File: src/rtl/cpu_monitor_pkg.sv
// Shared types and constants for the LEGv8 run-control / trace monitor.
package cpu_monitor_pkg;

    typedef enum logic [1:0] {
        ST_IDLE    = 2'b00,
        ST_RUN     = 2'b01,
        ST_HALTED  = 2'b10,
        ST_TIMEOUT = 2'b11
    } run_state_t;

    localparam logic [31:0] HALT_INSN_DEFAULT = 32'hD4400000;

    function automatic int trace_entry_w(input int aw, input int iw);
        return aw + iw;
    endfunction

endpackage

File: src/rtl/cpu_run_monitor_trace_fifo.sv
// First-word fall-through trace FIFO; a push into a full FIFO is dropped
// (drop strobe) unless the head is popped on the same edge.
module trace_fifo #(
    parameter int WIDTH = 64,
    parameter int DEPTH = 16
) (
    input  logic             clk,
    input  logic             rst_n,
    input  logic             push,
    input  logic [WIDTH-1:0] din,
    output logic             full,
    input  logic             pop,
    output logic             valid,
    output logic [WIDTH-1:0] dout,
    output logic             drop
);

    localparam int PW = $clog2(DEPTH);
    localparam int CW = $clog2(DEPTH + 1);

    logic [WIDTH-1:0] mem [DEPTH];
    logic [PW-1:0]    wr_ptr;
    logic [PW-1:0]    rd_ptr;
    logic [CW-1:0]    count;
    logic             pop_ok;
    logic             push_ok;

    assign full    = (count == CW'(DEPTH));
    assign valid   = (count != '0);
    assign pop_ok  = pop && valid;
    // When full, a simultaneous pop frees the slot the write lands in.
    assign push_ok = push && (!full || pop_ok);
    assign drop    = push && !push_ok;
    assign dout    = valid ? mem[rd_ptr] : '0;

    always_ff @(posedge clk or negedge rst_n) begin
        if (!rst_n) begin
            wr_ptr <= '0;
            rd_ptr <= '0;
            count  <= '0;
        end else begin
            if (push_ok) wr_ptr <= wr_ptr + 1'b1;
            if (pop_ok)  rd_ptr <= rd_ptr + 1'b1;
            if (push_ok && !pop_ok)      count <= count + 1'b1;
            else if (pop_ok && !push_ok) count <= count - 1'b1;
        end
    end

    always_ff @(posedge clk) begin
        if (push_ok) mem[wr_ptr] <= din;
    end

endmodule

File: src/rtl/cpu_run_monitor.sv
// Run-control and instruction-trace monitor for LEGv8 CPU benches.
// Define CPU_RUN_MONITOR_TRACE_EN to compile in the trace FIFO and overflow flag.
module cpu_run_monitor
    import cpu_monitor_pkg::*;
#(
    parameter int             AW          = 32,
    parameter int             IW          = 32,
    parameter int             DEPTH       = 16,
    parameter int             MAX_CYCLES  = 1000,
    parameter int             STALL_LIMIT = 4,
    parameter logic [IW-1:0]  HALT_INSN   = IW'(HALT_INSN_DEFAULT)
) (
    input  logic                             clocc,
    input  logic                             reset,
    input  logic                             start,
    input  logic [AW-1:0]                    address,
    input  logic [IW-1:0]                    instruction,
    output logic [AW+IW-1:0]                 trace_data,
    output logic                             trace_valid,
    input  logic                             trace_ready,
    output logic [1:0]                       state,
    output logic [$clog2(MAX_CYCLES+1)-1:0]  cycle_count,
    output logic                             stop,
    output logic                             overflow
);

    localparam int CCW = $clog2(MAX_CYCLES + 1);
    localparam int SCW = $clog2(STALL_LIMIT + 1);
    localparam int TW  = trace_entry_w(AW, IW);

    run_state_t     state_q;
    logic [SCW-1:0] stall_cnt;
    logic [SCW-1:0] stall_next;
    logic [CCW-1:0] cnt_next;
    logic [AW-1:0]  prev_addr;
    logic           prev_vld;
    logic           same_addr;
    logic           push;
    logic           restart;

    assign push    = (state_q == ST_RUN);
    assign restart = start && (state_q == ST_HALTED || state_q == ST_TIMEOUT);
    assign state   = state_q;

    always_comb begin
        same_addr  = prev_vld && (address == prev_addr);
        stall_next = same_addr ? stall_cnt + 1'b1 : '0;
        cnt_next   = cycle_count + 1'b1;
    end

    always_ff @(posedge clocc or negedge reset) begin
        if (!reset) begin
            state_q     <= ST_IDLE;
            cycle_count <= '0;
            stall_cnt   <= '0;
            prev_vld    <= 1'b0;
            stop        <= 1'b0;
        end else begin
            case (state_q)
                ST_IDLE: begin
                    if (start) state_q <= ST_RUN;
                end
                ST_RUN: begin
                    cycle_count <= cnt_next;
                    stall_cnt   <= stall_next;
                    prev_vld    <= 1'b1;
                    // HLT outranks a stall, which outranks the cycle budget.
                    if (instruction == HALT_INSN || stall_next == SCW'(STALL_LIMIT)) begin
                        state_q <= ST_HALTED;
                        stop    <= 1'b1;
                    end else if (cnt_next == CCW'(MAX_CYCLES)) begin
                        state_q <= ST_TIMEOUT;
                        stop    <= 1'b1;
                    end
                end
                default: begin
                    if (restart) begin
                        state_q     <= ST_RUN;
                        cycle_count <= '0;
                        stall_cnt   <= '0;
                        prev_vld    <= 1'b0;
                        stop        <= 1'b0;
                    end
                end
            endcase
        end
    end

    // prev_addr is only meaningful while prev_vld is set.
    always_ff @(posedge clocc) begin
        if (push) prev_addr <= address;
    end

`ifdef CPU_RUN_MONITOR_TRACE_EN
    logic fifo_drop;
    logic fifo_full_unused;

    trace_fifo #(
        .WIDTH (TW),
        .DEPTH (DEPTH)
    ) u_trace_fifo (
        .clk   (clocc),
        .rst_n (reset),
        .push  (push),
        .din   ({address, instruction}),
        .full  (fifo_full_unused),
        .pop   (trace_ready),
        .valid (trace_valid),
        .dout  (trace_data),
        .drop  (fifo_drop)
    );

    always_ff @(posedge clocc or negedge reset) begin
        if (!reset)         overflow <= 1'b0;
        else if (restart)   overflow <= 1'b0;
        else if (fifo_drop) overflow <= 1'b1;
    end
`else
    logic unused_trace;

    assign unused_trace = &{1'b0, trace_ready, push};
    assign trace_data   = TW'(0);
    assign trace_valid  = 1'b0;
    assign overflow     = 1'b0;
`endif

endmodule

File: config.mk
export PLATFORM = sky130hd
export DESIGN_NAME = cpu_run_monitor
export DESIGN_NICKNAME = d
export VERILOG_FILES = /design/src/rtl/cpu_monitor_pkg.sv /design/src/rtl/cpu_run_monitor_trace_fifo.sv /design/src/rtl/cpu_run_monitor.sv
export SDC_FILE = /design/constraint.sdc
export NUM_CORES = 1
export LEC_CHECK = 0
export CAP_MARGIN = 20
export CELL_PAD_IN_SITES_DETAIL_PLACEMENT = 1
export CELL_PAD_IN_SITES_GLOBAL_PLACEMENT = 1
export CORE_MARGIN = 5
export CORE_UTILIZATION = 32
export CTS_BUF_LIST = sky130_fd_sc_hd__clkbuf_4
export DETAILED_ROUTE_END_ITERATION = 6
export PLACE_DENSITY_LB_ADDON = 0.15
export SLEW_MARGIN = 25
export SYNTH_ARGS = -nofsm -noshare
export SYNTH_HDL_FRONTEND = slang
export SYNTH_SLANG_ARGS = --single-unit
File: constraint.sdc
create_clock -name clocc -period 6.5 [get_ports clocc]
set_input_delay 0.975 -clock clocc [delete_from_list [all_inputs] [get_ports clocc]]
set_output_delay 0.975 -clock clocc [all_outputs]
set_load 0.01 [all_outputs]
* Word-level counts from Yosys, hierarchy flattened
Cells that the tools add are included.
** Cells by class
- Reduce and logical (&&, ||, !) cells :: 10
- Add/subtract/negate cells :: 2
- Multiplexer cells :: 15
- Equality and inequality tests :: 9
- Bitwise logic cells :: 1
** Operators by type and width (count)
- == test 32 bit :: 1
- == test 32 bit (second input constant) :: 1
- one-hot mux 10 bit (2 select lines) :: 1
- adder 10 x 1 -> 10 bit (second input constant) :: 1
- == test 10 bit (second input constant) :: 1
- two-way mux 10 bit :: 1
- two-way mux 2 bit :: 4
- two-way mux 3 bit :: 2
- one-hot mux 3 bit (2 select lines) :: 1
- AND reduction 3 bit :: 2
- == test 2 bit (second input constant) :: 2
- one-hot mux 1 bit (2 select lines) :: 2
- one-hot mux 2 bit (2 select lines) :: 1
- adder 3 x 1 -> 3 bit (second input constant) :: 1
- == test 3 bit (second input constant) :: 1
- two-way mux 1 bit :: 3
- inequality test 3 x 1 -> 1 bit (second input constant) :: 1
- nonzero test 3 bit :: 1
- == test 2 x 1 -> 1 bit (second input constant) :: 1
- logical AND 1 bit :: 2
- logical NOT 2 bit :: 1
- logical OR 1 bit :: 2
- inequality test 2 bit (second input constant) :: 1
- AND reduction 2 bit :: 1
- 2 further kinds :: 2
** Word-level totals
- Bits in registers :: 49
- Output and inout port bits :: 79
- Word-level logic and storage cells :: 43

* Longest topological paths before layout
Gate-level depths: netlist of the first run.
- Word-level depth :: 7
- Gate-level depth with buffers :: 7

* Worst setup path before layout of the first run
No wires, ideal clock.
- Kind :: input to register
- From :: in instruction[9]
- To :: reg state_q[0] (netlist: state[0])
- Slack :: 4.294 ns
- Cell stages on the path :: 3
- Data arrival time :: 2.086 ns
- Library setup time :: 0.121 ns
- Cell sequence :: or4_1 or4_4 o211a_1
** Between the ends
- Word-level cells in the longest chain between the ends :: 4
- Elaborated cells on any way between the ends :: 6
- Classes of those cells :: 2 x eq/ne; 2 x mux; 2 x reduce/logical
** Ends and longest elaborated chain
- start: declaration :: RTL line cpu_run_monitor.sv:17 : input logic [IW-1:0] instruction,
- == test 32 bit (*) :: RTL line cpu_run_monitor.sv:68 : if (instruction == HALT_INSN || stall_next == SCW'(STALL_LIMIT)) begin
- logical OR 1 bit (*) :: RTL line cpu_run_monitor.sv:68
- inequality test 3 x 1 -> 1 bit (no line) or two-way mux 2 bit (tied branches)
- AND reduction 3 bit (no line) or one-hot mux 2 bit (2 select lines) (tied branches)
- end signal: assignment :: RTL line cpu_run_monitor.sv:69 : state_q <= ST_HALTED;
- end signal: assignment :: RTL line cpu_run_monitor.sv:72 : state_q <= ST_TIMEOUT;
- end signal: assignment :: RTL line cpu_run_monitor.sv:78 : state_q <= ST_RUN;
- end: declaration :: RTL line cpu_run_monitor.sv:31 : run_state_t state_q;
Mark *: on every way between the ends. The rest lies on a longest branch, timed or not.
A chain may end at the register's enable or synchronous reset.

* Worst setup path after layout of the first run
- From :: reg cycle_count[7]
- To :: out cycle_count[7]
** RTL lines
- start: declaration :: RTL line cpu_run_monitor.sv:22 : output logic [$clog2(MAX_CYCLES+1)-1:0] cycle_count,
- start signal: assignment :: RTL line cpu_run_monitor.sv:64 : cycle_count <= cnt_next;
No word-level cell between the ends.

==> metrics.txt, run 1 <==
Main synth FF type edfxtp_1; Hold Violations, Final 0; Syn Inst Count 258; ANT nets after route 0; GP Congestion 0.699; Worst Setup SP cycle_count[7]; crit-path max cell delay 600 ps; via count 2001; slowest stage cell, crit path clkdlybuf4s50_1; met3 routed WL 598 um; Crit Path Class register to output pin; Die Y 104 um; area of the multi-input gates 1130 sq um; Final Skew 11.5 ps; Hold Crit Start stall_cnt[2]; largest net degree at the start of global routing 44; row count 34; synth warn 0; count leader, synth buf_4; Worst-path clk slew 130 ps; ratio of final minimum period to clock period 37.9%; P_leak 1.41 nW; Vias/cell 4.45; register area share after synthesis 49.6%; RSZ-0062 raised after global routing no; layout cells sized above 1 4.39%; antenna cells 0; worst endpoint required time 5520 ps; flip-flop and latch area 1390 sq um; Post-Syn Area 2800 sq um; Worst-Skew Late Latency 350 ps; drt initial violations 25; I/O Buffers 79; vias in the first global route 2118; DRC 0; Starting Density 32.4%; Tmin final 2460 ps; Core ar. 8640 sq um; crit path DAT 1490 ps; post-synth cell types 37; P per Cell Area 221 nW/um^2; TritonCTS clock tree yes; Die Width 104 um; hold_buf cts 0; register bit count reported by yosys 49; H-tree Lvls 2; Max Clock Freq 0.406 GHz; initial antenna violation count 0; Resize count post-CTS 0; relative slew slack 46.1%; Final Max Tran Viols 0; outcome complete, no violations; post-DR wirelength/cell 14.0 um; ys async rst share 34.7%; critical path, cell by cell clkdlybuf4s50_1; Setup Fix Bufs, Post-CTS 0; area leader, netlist edfxtp_1; I/O pin cnt 147; Root Driver clkbuf_4; Bufs and invs on worst path 1; Nets 411; number of synthesized flops with an enable pin 32; drt first pass iters 4; routed wl met2 2.92 mm; CP startpoint kind register; peak supply drop 89.2 uV; Final Setup Violations 0; leading post-synthesis cells by cell area edfxtp_1, buf_4, dfrtp_1; CP max FO 8; first-pass GRT wire length 10.2 mm; DP Wirelength 4.86 mm; Post-Route WL 6.29 mm; crit end category output pin; Layout area overhead 27.0%; r2r startpoint state[1]; Synth Area per Inst 10.8 sq um; fin util 41.1%; M1 WL 2.71 mm; DIE AREA 10700 sq um; highest routed layer met4; filler cell count 986; Synth top area share 34.3%; gr ovfl total 0; most instantiated cells after synthesis buf_4, edfxtp_1, xnor2_1, nand2_1, dfrtp_1; Max Cap Viol 0; CTS sink count 49; total CTS buffers 5; CP top delay family buffers and inverters; Hold WC Path Type register to register; total global-route track usage 11.5%; Clock Path Buffers 2; setup TNS 0 ps; actual slew at the worst max-slew pin 806 ps
logic make-up (layout without fill, tap and decap cells):
logic type | count (synthesis) | count (layout) | share of synthesized area (%)
AO/OA/AOI/OAI | 32 | 32 | 7.42
AND/OR/NAND/NOR | 69 | 69 | 13.9
buffers and inverters | 76 | 95 | 19.1
other | 1 | 66 | 0.134
flip-flops | 49 | 49 | 49.6
XOR/XNOR | 29 | 29 | 9.08
adder cells (fa/ha/maj) | 2 | 2 | 0.894
final timing paths:
kind | cells after the start | endpoint | slack [ps]
worst max-delay path | 1 | cycle_count[7] | 4040
worst min-delay path | 2 | stall_cnt[2] | 510
worst max register to register | 8 | state[1] | 4190
worst min register to register | 2 | stall_cnt[2] | 510
max in group asynchronous | 1 | stall_cnt[0] | 4930
min in group asynchronous | 1 | cycle_count[3] | 1070
state kept, by name (all words and copies together) (netlist names):
signal       cells
stop             1
prev_vld         1
prev_addr       32
state            2
stall_cnt        3
cycle_count     10
through the flow:
step	area (sq um)	hold slack, ps	setup slack [ps]	cells	power (mW)
floorplan	3040	446	4290	323	0.526
global placement	3470	474	3670	442	0.607
detailed placement	3470	484	3660	442	0.612
CTS	3550	522	4020	450	0.798
global route	3550	545	3920	450	0.832
finish	3550	514	4040	450	0.784
area by class of cell:
type	count	area share (%)
well taps	108	3.80
repair buffers	80	22.5
flip-flops and latches	49	39.0
inverters	7	0.740
multi-input cells	198	31.7
clock inverters	2	0.986
clock buffers	6	1.27
layout by cell type (no fill, tap or decap), drive strengths merged, types with 2 or more instances in the layout:
master,instances
o2111ai,3
clkbuf,6
nor3,2
ha,2
nand3,8
nand4,11
o211a,2
or4,2
inv,7
o21ai,15
conb,66
nor2b,3
clkdlybuf4s50,79
nor4,8
xor2,2
nand2,21
xnor2,27
dfrtp,17
edfxtp,32
a21oi,2
a31oi,3
nand2b,4
nor2,6
where the power goes:
| part | internal, mW | leakage (nW) | switching (mW) | total, mW |
|---|---|---|---|---|
| clock | 0.0850 | 0.0456 | 0.0939 | 0.179 |
| combinational | 0.109 | 0.810 | 0.0855 | 0.195 |
| sequential | 0.365 | 0.550 | 0.0453 | 0.410 |
routing by layer:
layer / track usage [%] / up-vias
li1: - / 947
met1: 13.5 / 958
met2: 19.0 / 91
met3: 5.22 / 5
met4: 2.81 / 0
met5: 0 / -
Power figures use the tool's default switching activity.
==> run 2: changes to the inputs <==
Settings changed: CORE_UTILIZATION 32 to 30.
Clock period 6.5 ns to 2.4 ns, I/O delays scaled along.
==> metrics.txt, run 2 (synthesized netlist as in run 1, its figures left out) <==
outcome complete, no violations; Crit Path Class register to output pin; crit end category output pin; H-tree Lvls 2 (unchanged); P_leak 1.42 nW (+1.2%); fin util 39.0% (-2.2 points); Worst-Skew Late Latency 360 ps (about the same); Layout area overhead 27.5%; commonest non-fill, non-tap cell in the layout clkdlybuf4s50_1; gr ovfl total 0 (unchanged); CP top delay family buffers and inverters; worst endpoint required time 2040 ps (-3480 ps); antenna cells 0 (unchanged); GP Congestion 0.729 (+4.2%); post-DR wirelength/cell 13.9 um (-0.72%); hold_buf cts 0 (unchanged); critical path, cell by cell clkdlybuf4s50_1; Max Clock Freq 0.541 GHz; CP max FO 8 (unchanged); Final Setup Violations 0 (unchanged); Hold Violations, Final 0 (unchanged); first-pass GRT wire length 10.1 mm (-1.0%); Hold WC Path Type input port to async pin; Worst Hold Slack 308 ps (-206 ps); Finished Cell Area 3570 sq um (+0.42%); most frequent cells in the layout clkdlybuf4s50_1, conb_1, edfxtp_1; R2R cell count 6 (-2); critical path depth 1 (unchanged); ratio of final minimum period to clock period 77.0%; Vias/cell 4.37 (-1.6%); Critical Path End cycle_count[7]; TritonCTS clock tree yes; RSZ-0062 raised after global routing no; layout cells sized above 1 5.48% (+1.1 points); Clock Path Buffers 2 (unchanged); met3 Usage GRT 3.49% (-1.7 points); Worst-path clk slew 140 ps (about the same); worst setup margin 551 ps (-3490 ps); DIE AREA 11400 sq um (+6.0%); R2R Path End state[1]; Final Max Tran Viols 0 (unchanged); total CTS buffers 5 (unchanged); Reg with most FFs prev_addr; busiest layer in global routing met2; Post-Route WL 6.36 mm (+1.0%); peak supply drop 196 uV (+120%); Max Cap Viol 0 (unchanged); via count 2003 (+0.10%); initial antenna violation count 0 (unchanged); Die Width 107 um (+3.0%); setup TNS 0 ps (unchanged); I/O Buffers 79 (unchanged); crit-path max cell delay 600 ps (about the same); drt initial violations 47 (+88%); Final Skew 3.53 ps (-8.00 ps); ANT nets after route 0 (unchanged); drt first pass iters 4 (unchanged); r2r startpoint cycle_count[0]; row count 35 (+2.9%); Root Driver clkbuf_4; Starting Density 30.6% (-1.8 points); Worst Setup SP cycle_count[7]; total global-route track usage 11.1% (-0.37 points); Setup Fix Bufs, Post-CTS 0 (unchanged); met2 GRT Util 18.5% (-0.51 points); Bufs and invs on worst path 1 (unchanged); I/O pin cnt 147 (unchanged); max FFs per register 32 (unchanged); Core ar. 9150 sq um (+6.0%); largest registers prev_addr x32, cycle_count x10, stall_cnt x3; R2R Setup Slk 660 ps (-3530 ps); vias in the first global route 2125 (+0.33%); met1 Track Usage GR 13.8% (+0.29 points); DRC 0 (unchanged); CTS sink count 49 (unchanged); Post-DP Area 3510 sq um (+1.1%); Tmin final 1850 ps; pre-CTS WS 180 ps (-3480 ps); Die Y 107 um (+3.0%); CP startpoint kind register; P per Cell Area 570 nW/um^2 (+160%); DP Wirelength 4.97 mm (+2.3%); slowest stage cell, crit path clkdlybuf4s50_1; crit path DAT 1490 ps (about the same); Resize count post-CTS 0 (unchanged); largest net degree at the start of global routing 24 (-45%); Nets 416 (+1.2%)
## run 2: cell count changes in the layout (fill, tap and decap cells not counted), sizes merged
cell	delta
buf	+5
bufinv	-1
clkbuf	+1
## run 2: routing by layer
layer  up-vias  share of wire (%)
li1        956                  -
met5         -                  0
met1       950                 44
met2        91                 47
met4         0                1.1
met3         6                7.8
## run 2: power breakdown
group	internal, mW	leakage, nW	switching, mW	total (mW)
Combinational	0.296	0.836	0.230	0.527
Clock	0.138	0.0361	0.257	0.395
Sequential	0.989	0.550	0.122	1.11
Total	1.42	1.42	0.609	2.03
## run 2: worst min path at each step
stage	to	cells past startpoint	slack, ps	startpoint
3_3_place_gp	stall_cnt[1]	2	470	stall_cnt[1]
4_1_cts	cycle_count[5]	2	290	reset
5_1_grt	cycle_count[5]	2	290	reset
3_5_place_dp	stall_cnt[1]	2	490	stall_cnt[1]
2_1_floorplan	cycle_count[0]	0	60	reset
6_report	cycle_count[3]	2	310	reset
## run 2: per-stage QoR
step | power (mW) | instances
after floorplan | 1.42 | 323
after global placement | 1.65 | 450
after detailed placement | 1.66 | 450
after CTS | 2.07 | 458
after global routing | 2.17 | 458
final | 2.03 | 458
## run 2: final cells by class
type	count	area [sq um]
sequential	49	1390
timing repair buffer	85	836
inverter	7	26.3
clock buffer	7	52.6
multi-input combinational	198	1120
clock inverter	1	5.00
tap	111	139
fill	1041	5590
